`src/rtl/ram_pkg.sv`:
```
// rtl/ram_pkg.sv - shared constants and types for the 64-word RAM DMA engine
// Purpose: word/address widths, operation and FSM state enums, length clamp.
// Ports: none (package).
package ram_pkg;

  localparam int ADDR_W  = 6;
  localparam int DATA_W  = 16;
  localparam int LEN_W   = ADDR_W + 1;
  localparam int MAX_LEN = 1 << ADDR_W;

  typedef enum logic {
    OP_FILL = 1'b0,
    OP_COPY = 1'b1
  } dma_op_e;

  typedef enum logic [2:0] {
    ST_IDLE,
    ST_FILL_WR,
    ST_COPY_RD,
    ST_COPY_WR,
    ST_DONE
  } dma_state_e;

  // Lengths 65..127 are representable on the port but the RAM only has 64 words.
  function automatic logic [LEN_W-1:0] clamp_len(input logic [LEN_W-1:0] l);
    return (l > LEN_W'(MAX_LEN)) ? LEN_W'(MAX_LEN) : l;
  endfunction

endpackage

```
`src/rtl/dma_addr_gen.sv`:
```
// rtl/dma_addr_gen.sv - word index counter and wrapping base+index address adder
// Purpose: holds the transfer index, produces (base + idx) mod 64 and a
//          terminal-count flag that is set while working on the last word.
// Ports:
//   clk, rst_n    clock, synchronous active-low reset
//   i_clr         restart index at 0 (new command)
//   i_inc         advance index by one (a word was written)
//   i_base        base address currently selected (src or dst)
//   i_len         clamped transfer length 1..64
//   o_addr        wrapped RAM address
//   o_last        current index is the final word
module dma_addr_gen
  import ram_pkg::*;
(
  input  logic              clk,
  input  logic              rst_n,
  input  logic              i_clr,
  input  logic              i_inc,
  input  logic [ADDR_W-1:0] i_base,
  input  logic [LEN_W-1:0]  i_len,
  output logic [ADDR_W-1:0] o_addr,
  output logic              o_last
);

  logic [LEN_W-1:0] r_idx;

  always_ff @(posedge clk) begin
    if (!rst_n) begin
      r_idx <= '0;
    end else if (i_clr) begin
      r_idx <= '0;
    end else if (i_inc) begin
      r_idx <= r_idx + LEN_W'(1);
    end
  end

  // 6-bit add: the carry is dropped so the block wraps from 63 to 0.
  assign o_addr = i_base + r_idx[ADDR_W-1:0];
  assign o_last = (r_idx + LEN_W'(1)) >= i_len;

endmodule

```
`src/rtl/ram_dma64.sv`:
```
// rtl/ram_dma64.sv - FILL/COPY DMA initiator for the 64-word RAM
// Purpose: block fill with a constant or ascending word-by-word copy
//          (read then write per word) over the wrapping 64-word space.
// Ports:
//   clk, rst_n              clock, synchronous active-low reset
//   start, op               command strobe (IDLE only), 0=FILL 1=COPY
//   src_addr, dst_addr      copy source / destination base
//   len                     word count, values above 64 clamp to 64
//   fill_data               FILL value
//   busy, done              busy through the done cycle, one-cycle done pulse
//   mem_load, mem_address   RAM write enable and address
//   mem_wdata, mem_rdata    RAM write data, combinational RAM read data
module ram_dma64
  import ram_pkg::*;
(
  input  logic              clk,
  input  logic              rst_n,
  input  logic              start,
  input  logic              op,
  input  logic [ADDR_W-1:0] src_addr,
  input  logic [ADDR_W-1:0] dst_addr,
  input  logic [ADDR_W:0]   len,
  input  logic [DATA_W-1:0] fill_data,
  output logic              busy,
  output logic              done,
  output logic              mem_load,
  output logic [ADDR_W-1:0] mem_address,
  output logic [DATA_W-1:0] mem_wdata,
  input  logic [DATA_W-1:0] mem_rdata
);

  dma_state_e        r_state;
  logic [ADDR_W-1:0] r_src;
  logic [ADDR_W-1:0] r_dst;
  logic [LEN_W-1:0]  r_len;
  logic [DATA_W-1:0] r_fill;
  logic [DATA_W-1:0] r_hold;
  logic              r_busy;
  logic              r_done;

  logic              w_accept;
  logic              w_inc;
  logic [LEN_W-1:0]  w_len_c;
  logic [ADDR_W-1:0] w_base;
  logic [ADDR_W-1:0] w_addr;
  logic              w_last;

  assign w_accept = (r_state == ST_IDLE) && start;
  assign w_inc    = (r_state == ST_FILL_WR) || (r_state == ST_COPY_WR);
  assign w_len_c  = clamp_len(len);
  // One adder serves both sides: source base only while reading.
  assign w_base   = (r_state == ST_COPY_RD) ? r_src : r_dst;

  dma_addr_gen u_addr_gen (
    .clk    (clk),
    .rst_n  (rst_n),
    .i_clr  (w_accept),
    .i_inc  (w_inc),
    .i_base (w_base),
    .i_len  (r_len),
    .o_addr (w_addr),
    .o_last (w_last)
  );

  always_ff @(posedge clk) begin
    if (!rst_n) begin
      r_state <= ST_IDLE;
      r_src   <= '0;
      r_dst   <= '0;
      r_len   <= '0;
      r_fill  <= '0;
      r_hold  <= '0;
      r_busy  <= 1'b0;
      r_done  <= 1'b0;
    end else begin
      case (r_state)
        ST_IDLE: begin
          if (start) begin
            r_src  <= src_addr;
            r_dst  <= dst_addr;
            r_len  <= w_len_c;
            r_fill <= fill_data;
            r_busy <= 1'b1;
            if (w_len_c == '0) begin
              r_state <= ST_DONE;
              r_done  <= 1'b1;
            end else if (dma_op_e'(op) == OP_COPY) begin
              r_state <= ST_COPY_RD;
            end else begin
              r_state <= ST_FILL_WR;
            end
          end
        end
        ST_FILL_WR: begin
          if (w_last) begin
            r_state <= ST_DONE;
            r_done  <= 1'b1;
          end
        end
        ST_COPY_RD: begin
          r_hold  <= mem_rdata;
          r_state <= ST_COPY_WR;
        end
        ST_COPY_WR: begin
          if (w_last) begin
            r_state <= ST_DONE;
            r_done  <= 1'b1;
          end else begin
            r_state <= ST_COPY_RD;
          end
        end
        ST_DONE: begin
          r_state <= ST_IDLE;
          r_busy  <= 1'b0;
          r_done  <= 1'b0;
        end
        default: begin
          r_state <= ST_IDLE;
          r_busy  <= 1'b0;
          r_done  <= 1'b0;
        end
      endcase
    end
  end

  assign busy        = r_busy;
  assign done        = r_done;
  assign mem_load    = w_inc;
  // Address and data are parked at zero when not transferring.
  assign mem_address = (w_inc || (r_state == ST_COPY_RD)) ? w_addr : '0;
  assign mem_wdata   = (r_state == ST_FILL_WR) ? r_fill :
                       (r_state == ST_COPY_WR) ? r_hold : '0;

endmodule

```
`config.mk`:
```
export PLATFORM = sky130hd
export DESIGN_NAME = ram_dma64
export DESIGN_NICKNAME = d
export VERILOG_FILES = /design/src/rtl/ram_pkg.sv /design/src/rtl/dma_addr_gen.sv /design/src/rtl/ram_dma64.sv
export SDC_FILE = /design/constraint.sdc
export NUM_CORES = 1
export LEC_CHECK = 0
export BUFFER_PORTS_ARGS = -buffer_cell sky130_fd_sc_hd__buf_2
export CELL_PAD_IN_SITES_DETAIL_PLACEMENT = 1
export CELL_PAD_IN_SITES_GLOBAL_PLACEMENT = 1
export CORE_MARGIN = 2
export CORE_UTILIZATION = 39
export DETAILED_ROUTE_END_ITERATION = 16
export GPL_TIMING_DRIVEN = 1
export PLACE_DENSITY_LB_ADDON = 0.1
export SYNTH_ARGS = -nofsm -noshare
export SYNTH_HDL_FRONTEND = slang
export SYNTH_SLANG_ARGS = --single-unit
```
`constraint.sdc`:
```
create_clock -name clk -period 3.05 [get_ports clk]
set_input_delay 0.4575 -clock clk [delete_from_list [all_inputs] [get_ports clk]]
set_output_delay 0.4575 -clock clk [all_outputs]
set_load 0.02 [all_outputs]
```
==> qor.yml <==
timing:
  slew_headroom: 0.627
  fin_crit_ps: 2960
  hold_viol: 0
  period_share: 0.970
  report.final.slew_viol_count: 0
  fin_skew_ps: 12.2
  finalSetupViolCount: 0
  whs_ps: 353
  fmax_ghz: 0.338
  max_slew.worst_pin.slew_ps: 557
  rsz0062_at_grt: "yes"
clocking:
  h-tree-depth: 3
  cts.sinks: 63
  clk_latency_ps: 340
  cts_made_buffers: 9
  hold_buffers: 0
  clk_pin_slew_ps: 70
  cts_buffer_depth: 2
  cts_tree: "built"
  cts-root-buf: "clkbuf_8"
routing:
  antenna_left: 0
  vias_per_cell: 4.92
  drt-initial-drc-count: 42
  dr.pass1.iters: 4
  wl_per_cell_um: 13.9
  drc: 0
  num_vias: 2875
  routed_wirelength_mm: 8.12
global_routing:
  grt_pass1_vias: 2837
  grt_max_degree: 31
  gr-total-overflow: 0
  grt_usage: 0.195
  grt_pass1_wl_mm: 13.5
  grt_antenna_before_repair: 0
setup_path:
  r2r-start: "u_addr_gen.r_idx[0]"
  cp.required_ps: 2590
  cp_slowest_stage_delay_ps: 420
  slowest_stage: "fa_1"
  critPathTopFamily: "adder cells"
  cp_cell_sequence: "nor2_4, nand2_2, nand2_1, nand2_1, ha_1, fa_1, a21o_1, a21oi_1, xor2_1, nor2_1, buf_2"
  critical_path.startpoint: "r_state[2]"
  path_buf_inv: 1
  crit_fanout: 6
  worst-setup-path-type: "reg2out"
  critPathCaptureType: "output pin"
  critPathArrivalTime_ps: 2500
  cpMostUsedCell: "nand2_1"
  cp-start-kind: "flop"
synth:
  synth-main-ff-cell: "dfxtp_1"
  ys_ff_latch: 63
  synth_mux_area_frac: 0.0524
  syn_area_per_cell_um2: 8.22
  synth_nets: 464
  synth-xor-area-share: 0.0351
  netlist_area_um2: 3250
  synth_compound_area_frac: 0.168
  synth.distinct_cells: 42
  yosys_warnings: 0
  synthCells: 395
  ys_seq_area_frac: 0.389
  synthArstFlopShare: 0
  synth_fa_ha_area_frac: 0.0563
  synth_edf_count: 0
  yosys.area_share.simple: 0.251
  synth_top_family_by_area: "simple AND/OR/NAND/NOR gates"
outcome:
  status: "completed"
pwr:
  p_leak_nw: 1.64
  power_density_nw_per_um2: 542
  ir_drop_mv: 0.261
  total_power_mw: 2.13
floorplan:
  io_pins: 80
  fp-row-count: 33
  initial_utilization: 0.399
  core-area_um2: 8130
  die_w_um: 95.2
  die-area_um2: 9070
  dieHeight_um: 95.2
placement:
  dp_hpwl_mm: 6.08
  gp_congestion: 0.842
  port-buffer-count: 79
  dp.cells: 567
layout:
  finalNonFillerCells: 584
  layout-drive-gt1-share: 0.257
  syn_to_final_growth_pct: 21.0
  num_antenna_cells: 0
  layout.nets: 543
min_path:
  hold_path_class: "in2reg"
  min_from: "src_addr[3]"
run:
  drv_cap: 0
[sequential cells by signal, indices dropped and copies added (netlist names)]
name and flops:
r_dst 6, r_hold 16, r_len 7, u_addr_gen.r_idx 7, r_state 3, busy 1
done 1, r_src 6, r_fill 16
[area by class of cell]
type / count / area (um^2)
repair buffers: 90 / 482
flip-flops and latches: 63 / 1270
clock inverters: 6 / 45.0
multi-input cells: 302 / 1840
well taps: 105 / 131
clock buffers: 10 / 138
fillers: 1005 / 4210
inverters: 8 / 30.0
[power breakdown]
part	internal [mW]	switching, mW
sequential	0.899	0.0523
clock	0.319	0.346
combinational	0.203	0.309
total	1.42	0.707
[cell usage after synthesis (3+ instances only)]
cell type	count	area [um^2]
a211oi_1	3	22.5
a21boi_0	35	263
a21boi_1	10	75.1
a21o_1	3	22.5
a21oi_1	16	80.1
buf_2	9	45.0
buf_4	4	30.0
clkbuf_1	7	26.3
dfxtp_1	63	1260
ha_1	13	163
inv_1	6	22.5
mux2i_1	17	170
nand2_1	116	435
nand2b_1	4	25.0
nor2_1	30	113
nor2b_1	8	50.1
nor3b_1	7	52.6
o21ai_0	3	15.0
xnor2_1	9	78.8
xor2_1	4	35.0
[layout by cell type, fill, tap and decap left out, types with 9 or more instances in the layout]
master    instances
xnor2_1           9
clkbuf_8         10
nand2_1         115
nor2_1           30
mux2i_1          17
a21oi_1          16
dfxtp_1          60
ha_1             13
buf_4            10
buf_2            79
a21boi_1         10
a21boi_0         35
[per-layer routing]
layer | GRT usage | wire, um | part of all wire
met1 | 0.244 | 3710 | 0.46
met2 | 0.332 | 4030 | 0.50
met3 | 0.0553 | 325 | 0.040
met4 | 0.0435 | 54 | 0.0066
met5 | 0 | 0 | 0
[through the flow]
| stage | utilization | setup TNS [ps] | area, um^2 | worst slack, ps |
|---|---|---|---|---|
| floorplan | - | 0 | 3250 | 339 |
| global placement | 0.458 | 0 | 3730 | 372 |
| detailed placement | 0.458 | 0 | 3730 | 291 |
| CTS | 0.481 | 0 | 3920 | 6.76 |
| global route | 0.483 | -93.6 | 3930 | -48.6 |
| finish | 0.483 | 0 | 3930 | 90.4 |
[timing repair]
action                     4_1_cts  5_1_grt
pin swaps                        0        1
buffers inserted                 0        1
setup endpoints to repair        2        2
resized for setup                3        3
[final timing paths]
kind	to	slack, ps	cells past startpoint
max	mem_address[4]	90	11
min	r_src[3]	350	3
max reg2reg	r_state[1]	610	9
min reg2reg	r_len[6]	460	2
[cells by family (layout without fill, tap and decap cells)]
logic type / Yosys count / after routing
xor+xnor: 13 / 13
simple gates: 180 / 180
buf+inv: 30 / 114
compound gates: 78 / 78
fa+ha+maj: 14 / 14
mux: 17 / 17
flops: 63 / 63
[worst min-delay path: stages]
cell	delay (ps)
buf_2	90
nand2_1	50
a21boi_1	50
Note: power is estimated with default switching activity, not from simulation.
